File: config.mk
export PLATFORM = sky130hd
export DESIGN_NAME = axi_to_wb
export DESIGN_NICKNAME = d
export VERILOG_FILES = /design/src/rtl/axi_to_wb.sv
export SDC_FILE = /design/constraint.sdc
export NUM_CORES = 1
export LEC_CHECK = 0
export CAP_MARGIN = 5
export CORE_MARGIN = 1.5
export CORE_UTILIZATION = 40
export CTS_BUF_LIST = sky130_fd_sc_hd__clkbuf_4
export DETAILED_ROUTE_END_ITERATION = 12
export MAX_ROUTING_LAYER = met4
export PLACE_DENSITY_LB_ADDON = 0.25
export RECOVER_POWER = 100
export SLEW_MARGIN = 20
export SYNTH_ARGS = -nofsm -noshare
export SYNTH_HDL_FRONTEND = slang
export SYNTH_SLANG_ARGS = --single-unit
File: constraint.sdc
create_clock -name axis_clk -period 3.9 [get_ports axis_clk]
set_clock_uncertainty 0.05 [all_clocks]
set_input_delay 0.78 -clock axis_clk [delete_from_list [all_inputs] [get_ports axis_clk]]
set_output_delay 0.78 -clock axis_clk [all_outputs]
set_load 0.05 [all_outputs]
File: src/rtl/axi_to_wb.sv
// AXI-Lite (aw/w/ar/r, no B channel) to Wishbone classic bridge, one transaction in flight.
// Optional ack timeout enabled by defining AXI2WB_TIMEOUT_EN.
module axi_to_wb #(
    parameter int          ADDR_W         = 12,
    parameter logic [31:0] WB_BASE        = 32'h3000_0000,
    parameter int          TIMEOUT_CYCLES = 255
) (
    input  logic              axis_clk,
    input  logic              axis_rst_n,
    input  logic              awvalid,
    output logic              awready,
    input  logic [ADDR_W-1:0] awaddr,
    input  logic              wvalid,
    output logic              wready,
    input  logic [31:0]       wdata,
    input  logic              arvalid,
    output logic              arready,
    input  logic [ADDR_W-1:0] araddr,
    output logic              rvalid,
    input  logic              rready,
    output logic [31:0]       rdata,
    output logic              wbm_cyc_o,
    output logic              wbm_stb_o,
    output logic              wbm_we_o,
    output logic [3:0]        wbm_sel_o,
    output logic [31:0]       wbm_adr_o,
    output logic [31:0]       wbm_dat_o,
    input  logic [31:0]       wbm_dat_i,
    input  logic              wbm_ack_i
);

    typedef enum logic [2:0] {IDLE, WR_CYC, WR_DONE, RD_CYC, RD_DATA} state_t;

    state_t      state_q, state_d;
    logic        awready_q, awready_d;
    logic        wready_q, wready_d;
    logic        rvalid_q, rvalid_d;
    logic [31:0] rdata_q, rdata_d;
    logic        cyc_q, cyc_d;
    logic        stb_q, stb_d;
    logic        we_q, we_d;
    logic [3:0]  sel_q, sel_d;
    logic [31:0] adr_q, adr_d;
    logic [31:0] dat_q, dat_d;
    logic        timeout_hit;
    logic        wr_req;

    assign wr_req = awvalid && wvalid;

`ifdef AXI2WB_TIMEOUT_EN
    localparam int CNT_W = ($clog2(TIMEOUT_CYCLES + 1) > 8) ? $clog2(TIMEOUT_CYCLES + 1) : 8;

    logic [CNT_W-1:0] tmo_cnt_q, tmo_cnt_d;

    // Counter is zero on the first cycle of a bus cycle; firing on TIMEOUT_CYCLES-1
    // keeps cyc high for exactly TIMEOUT_CYCLES cycles.
    always_comb begin
        tmo_cnt_d = '0;
        if ((state_q == WR_CYC || state_q == RD_CYC) && !wbm_ack_i) begin
            tmo_cnt_d = tmo_cnt_q + 1'b1;
        end
    end

    always_ff @(posedge axis_clk or negedge axis_rst_n) begin
        if (!axis_rst_n) begin
            tmo_cnt_q <= '0;
        end else begin
            tmo_cnt_q <= tmo_cnt_d;
        end
    end

    assign timeout_hit = (tmo_cnt_q == CNT_W'(TIMEOUT_CYCLES - 1));
`else
    logic unused_timeout;
    assign unused_timeout = (TIMEOUT_CYCLES != 0);
    assign timeout_hit    = 1'b0;
`endif

    // State and output registers
    always_ff @(posedge axis_clk or negedge axis_rst_n) begin
        if (!axis_rst_n) begin
            state_q   <= IDLE;
            awready_q <= 1'b0;
            wready_q  <= 1'b0;
            rvalid_q  <= 1'b0;
            rdata_q   <= '0;
            cyc_q     <= 1'b0;
            stb_q     <= 1'b0;
            we_q      <= 1'b0;
            sel_q     <= '0;
            adr_q     <= '0;
            dat_q     <= '0;
        end else begin
            state_q   <= state_d;
            awready_q <= awready_d;
            wready_q  <= wready_d;
            rvalid_q  <= rvalid_d;
            rdata_q   <= rdata_d;
            cyc_q     <= cyc_d;
            stb_q     <= stb_d;
            we_q      <= we_d;
            sel_q     <= sel_d;
            adr_q     <= adr_d;
            dat_q     <= dat_d;
        end
    end

    // Next-state logic
    always_comb begin
        state_d = state_q;
        case (state_q)
            IDLE: begin
                if (wr_req) begin
                    state_d = WR_CYC;
                end else if (arvalid) begin
                    state_d = RD_CYC;
                end
            end
            WR_CYC: begin
                if (wbm_ack_i || timeout_hit) begin
                    state_d = WR_DONE;
                end
            end
            WR_DONE: state_d = IDLE;
            RD_CYC: begin
                if (wbm_ack_i || timeout_hit) begin
                    state_d = RD_DATA;
                end
            end
            RD_DATA: begin
                if (rvalid_q && rready) begin
                    state_d = IDLE;
                end
            end
            default: state_d = IDLE;
        endcase
    end

    // Registered output values for the next cycle, derived from the current state
    always_comb begin
        awready_d = 1'b0;
        wready_d  = 1'b0;
        rvalid_d  = 1'b0;
        rdata_d   = rdata_q;
        cyc_d     = 1'b0;
        stb_d     = 1'b0;
        we_d      = 1'b0;
        sel_d     = 4'h0;
        adr_d     = adr_q;
        dat_d     = dat_q;
        case (state_q)
            IDLE: begin
                if (wr_req) begin
                    cyc_d = 1'b1;
                    stb_d = 1'b1;
                    we_d  = 1'b1;
                    sel_d = 4'hF;
                    adr_d = 32'(awaddr) | WB_BASE;
                    dat_d = wdata;
                end else if (arvalid) begin
                    cyc_d = 1'b1;
                    stb_d = 1'b1;
                    sel_d = 4'hF;
                    adr_d = 32'(araddr) | WB_BASE;
                end
            end
            WR_CYC: begin
                if (wbm_ack_i || timeout_hit) begin
                    awready_d = 1'b1;
                    wready_d  = 1'b1;
                end else begin
                    cyc_d = 1'b1;
                    stb_d = 1'b1;
                    we_d  = 1'b1;
                    sel_d = 4'hF;
                end
            end
            RD_CYC: begin
                // A real ack outranks a simultaneous timeout
                if (wbm_ack_i) begin
                    rvalid_d = 1'b1;
                    rdata_d  = wbm_dat_i;
                end else if (timeout_hit) begin
                    rvalid_d = 1'b1;
                    rdata_d  = 32'hDEAD_BEEF;
                end else begin
                    cyc_d = 1'b1;
                    stb_d = 1'b1;
                    sel_d = 4'hF;
                end
            end
            RD_DATA: begin
                rvalid_d = !(rvalid_q && rready);
            end
            default: ;
        endcase
    end

    assign arready   = (state_q == IDLE) && arvalid && !wr_req && axis_rst_n;
    assign awready   = awready_q;
    assign wready    = wready_q;
    assign rvalid    = rvalid_q;
    assign rdata     = rdata_q;
    assign wbm_cyc_o = cyc_q;
    assign wbm_stb_o = stb_q;
    assign wbm_we_o  = we_q;
    assign wbm_sel_o = sel_q;
    assign wbm_adr_o = adr_q;
    assign wbm_dat_o = dat_q;

endmodule

; ---- Word-level counts from Yosys, hierarchy flattened
; Cells that the tools add are included.
[totals]
reg_bits = 107
in_bits = 95
word_cells = 51
[op_classes]
eq_ne = 7
n_mux = 21
n_reduce_logical = 14
[ops]
columns = op, count
row1 = 2-to-1 mux 32 bit, 2
row2 = 2-to-1 mux 3 bit, 5
row3 = 2-to-1 mux 4 bit, 3
row4 = one-hot mux 3 bit (4 select lines), 1
row5 = one-hot mux 4 bit (2 select lines), 1
row6 = 2-to-1 mux 1 bit, 6
row7 = inequality test 2 bit (second input constant), 3
row8 = one-hot mux 1 bit (2 select lines), 3
row9 = AND reduction 2 bit, 3
row10 = logical AND 1 bit, 5
row11 = AND reduction 4 bit, 1
row12 = equality test 3 x 1 -> 1 bit (second input constant), 1
row13 = equality test 3 x 2 -> 1 bit (second input constant), 1
row14 = equality test 3 bit (second input constant), 1
row15 = logical NOT 3 bit, 1
row16 = inequality test 3 bit (second input constant), 1
row17 = logical NOT 1 bit, 2
row18 = nonzero test 2 bit, 1
row19 = OR reduction 2 bit, 1

; ---- Depth between registers and ports, before layout
; Gate-level depths: netlist of run 1.
[depth]
word_depth = 4
depth_mapped = 6

; ---- Worst setup path before layout of run 1
; OpenSTA, ideal clock, no wires.
[synth_timing]
path_type = in2out
from = input awvalid
to = output arready
arrival_ps = 1441
required_ps = 3070
path_slack_ps = 1629
stages = 3
n_path_buf = 1
path_cell_list = nand2_2 -> buf_6 -> and4_2
[synth_via]
elab_chain_len = 4
[synth_lines]
columns = element, line
row1 = start: declaration, 10  ; input logic awvalid,
row2 = logical AND 1 bit, 48  ; assign wr_req = awvalid && wvalid;
row3 = logical NOT 1 bit, 199  ; assign arready = (state_q == IDLE) && arvalid && !wr_req && axis_rst_n;
row4 = logical AND 1 bit (2 in a row), 199
row5 = end: declaration, 17  ; output logic arready,
; Every way passes these cells.

; ---- Worst setup path in the final report of run 1
; Same ends and word-level chain as after synthesis.

==> results.md, run 1 <==
- The flow ran to the end, but the final reports show violations.
- The checks that failed: max-capacitance violations, max-slew violations.
- The number of global-route vias before repair was between 2,000 and 3,000.
- The flop and latch count out of synthesis is 84.
- The post-synthesis cell type with the largest combined area is dfrtp_1.
- The largest fanout on the critical path is 3.
- The peak supply drop is ~0.54 mV.
- Across every metal layer, demand over resource in global routing totals 0.173.
- The total placed cells including tap cells is between 500 and 600.
- Counting I/O delays and the setup requirement, the final critical path takes 3.38 ns.
- The clock insertion delay at the later pin of the skew report is ~0.40 ns.
- The worst setup path is captured at an output pin.
- The final route contains 2,442 vias.
- The first-pass GRT wire length is ~13 mm.
- Once layout is complete, the cells apart from fillers number around 520.
- The count of buffers added on input and output ports is between 150 and 200.
- The number of antenna diodes in the final layout is 0.
- The floorplan core area is 8760 sq um.
- The number of levels in the clock H-tree is 3.
- Setup repair after global routing left no endpoint under its margin.
- The combined area of all synthesized cells is 3630 sq um.
- The count of nets left with antenna violations after detail routing is 0.
- Synthesis handed over a netlist of approximately 230 instances.
- The classification of the worst setup path is in -> out.
- After detailed routing, the number of vias per cell comes to around 4.7.
- The required time of the critical path is 3.07 ns.
- The die is ~100 um tall.
- From synthesis to final layout, the design area changed by 49.9%.
- The clock root buffer master is clkbuf_4.
- The fraction of layout cells with a size suffix above 1 is 0.226.
- For this design the ratio of total power to cell area is just under 1000 nW/um^2.
- The per-cell routed wire length is between 15 and 20 um.
- TritonCTS built the clock tree.
- The final number of max-transition violations is approximately 150.
- The number of buffers added to fix hold violations after cts is 0.
- The final routed wirelength across all metal layers is between 7 and 8 mm.
- The number of post-CTS setup repair buffers is 0.
- STA classifies the critical path startpoint as an input pin.
- For the pin with the worst max-slew slack, the measured transition is 2.04 ns.
- The initial core utilization is 0.415.
- The signal on the critical path passes through dlygate4sd3_1, nand2_2, and4_2, dlygate4sd3_1.
- Across the run, the number of max-cap violations was 3.
- The placement-stage worst setup slack is 0.650 ns.
- Entering global routing, the biggest net connects 84 pins.
- The total iterations of the first detailed-routing run is 4.
- Global routing finished with a remaining overflow of 0.
- The sequential-to-total area share from yosys stat is 0.578.
- Ranked by instance count, the synthesized netlist is headed by dfrtp_1 (84), mux2_2 (74), buf_4 (26), mux2_4 (14), buf_6 (7).
- The post-DP HPWL is between 5 and 6 mm.
- The die width is a little under 100 um.
- In this design, the stage delay of the slowest critical-path cell is ~0.87 ns.
- The most instantiated library cell after synthesis is dfrtp_1.
- The number of gates resized after CTS was 0.
- The initial antenna violation count is 0.
- Setup slack closes at 0.518 ns.
- The type of the worst min-delay path is in -> async.
- Clock-pin slew was measured on the worst setup and hold paths at 0.13 ns.
- In this run the tightest slew margin relative to its limit is -0.362.
- The number of endpoints failing setup at the final stage is 0.
- The aggregate negative setup slack is 0 ns.
- The most prevalent standard cell on the critical path is dlygate4sd3_1.
- At the end of routability-driven placement, the weighted congestion stood at 0.735.
- The mean post-synth cell area is 15.7 sq um.
- After detailed routing, the number of remaining DRC violations is 0.
- The overall power of the completed layout is roughly 5.2 mW.
- Summed over all cells, the static leakage comes to approximately 2.4 nW.
- During synthesis, Yosys emitted a total of 0 warnings.
- The startpoint of the most critical setup path is awvalid.
- In this run, synthesis inferred 0 flip-flops with an integrated enable.
- In the synthesized netlist the async set-or-reset flop fraction comes to 1.00.
- Sorting the synthesized cells by area gives the leading types as dfrtp_1 (58%), mux2_2 (23%), mux2_4 (5.8%).
- The critical-path cell with the highest stage delay is dlygate4sd3_1.
- The arrival time at the worst endpoint is ~2.6 ns.
- The count of boundary I/O pins is about 200.
- The maximum clock frequency is slightly below 300 MHz.
- TritonCTS created 9 clock buffers.
- In this run the core area contains 34 standard-cell rows.
- The share of the clock period used by the worst path after layout is 0.867.
- The maximum root-to-sink buffer count is 2.
- The startpoint of the worst register-to-register path is state_q[2].
- The share of synthesized area in the top cell type comes to 0.578.
- The die footprint is ~9700 sq um.
- The number of hold violations in the final report is 0.
- The first routing iteration left 34 violations.
- In the final design database the tool counted slightly above 500 nets.
- The total clock sinks is 84.
- The prevailing post-synth register cell is dfrtp_1.
- The synthesized netlist contains 24 unique library cells.
==> metrics by stage <==
stage,hold slack [ns],util,area (sq um)
2_1_floorplan,0.434,-,3700
3_3_place_gp,0.437,0.613,5370
3_5_place_dp,0.442,0.613,5370
4_1_cts,0.0417,0.632,5540
5_1_grt,0.0779,0.622,5450
6_report,0.105,0.622,5450
==> worst paths after layout <==
check                                    end  cells past startpoint  slack (ns)
worst max-delay path                 arready                      4        0.52
worst min-delay path               rdata[29]                      1        0.10
worst max register to register      rdata[4]                      2        1.08
worst min register to register  wbm_adr_o[7]                      1        0.44
max in group asynchronous         state_q[1]                      2        1.47
min in group axis_clk           wbm_adr_o[7]                      1        0.44
==> cells by family (layout without fill, tap and decap cells) <==
kind of cell | after synthesis | count (layout) | share of synthesized area
muxes | 88 | 88 | 0.287
DFF | 84 | 84 | 0.578
other | 1 | 18 | 0.00103
AOI/OAI and AO/OA | 7 | 7 | 0.0134
and+or+nand+nor | 15 | 15 | 0.0351
buffers and inverters | 37 | 199 | 0.0850
==> sequential cells by signal, summed over array words and instances, names as in the netlist <==
| name | cells |
|---|---|
| wready | 1 |
| rvalid | 1 |
| rdata | 32 |
| wbm_sel_o | 1 |
| wbm_we_o | 1 |
| state_q | 3 |
| wbm_dat_o | 32 |
| wbm_adr_o | 13 |
==> layout make-up <==
cell class | count | area (sq um)
fill | 747 | 3320
tap | 108 | 135
clock buffer | 9 | 67.6
clock inverter | 5 | 103
timing repair buffer | 185 | 1830
sequential | 84 | 2100
multi-input combinational | 128 | 1210
==> placed cells by master, fill, tap and decap left out <==
cell type,n
nand2_2,1
o21a_1,1
dfrtp_1,84
nor3_4,1
nand2_1,4
clkinvlp_4,1
a221oi_1,1
nand3_1,1
nand3b_1,1
conb_1,18
o21bai_1,2
dlygate4sd3_1,91
and2b_1,1
clkbuf_1,2
nor3_1,2
mux2_2,74
clkbuf_4,9
nand4b_1,1
bufinv_16,3
or2_2,1
a21oi_1,2
clkdlybuf4s50_1,91
clkbuf_2,1
a211oi_1,1
nand2b_1,1
clkinv_2,1
and4_2,1
mux2_1,14
==> layer usage <==
| metal | track usage | vias up | routed length, um |
|---|---|---|---|
| li1 | - | 1116 | - |
| met1 | 0.211 | 1177 | 3280 |
| met2 | 0.261 | 131 | 3660 |
| met3 | 0.0544 | 18 | 680 |
| met4 | 0.0856 | 0 | 214 |
| met5 | - | - | 0 |
==> critical path: cells and delay by family <==
kind	cells	cell delay [ns]
AND/OR/NAND/NOR	2	0.31
buffers and inverters	2	1.46
==> power by group <==
group	internal, mW	switching, mW
Clock	0.317	0.282
Combinational	1.05	2.07
Sequential	1.30	0.218
(Power assumes the default switching activity.)
==> run 2, diff against run 1 <==
- CAP_MARGIN: 5 -> 20
==> results of run 2 <==
Final layout, timing and power as in run 1 (identical DEF).
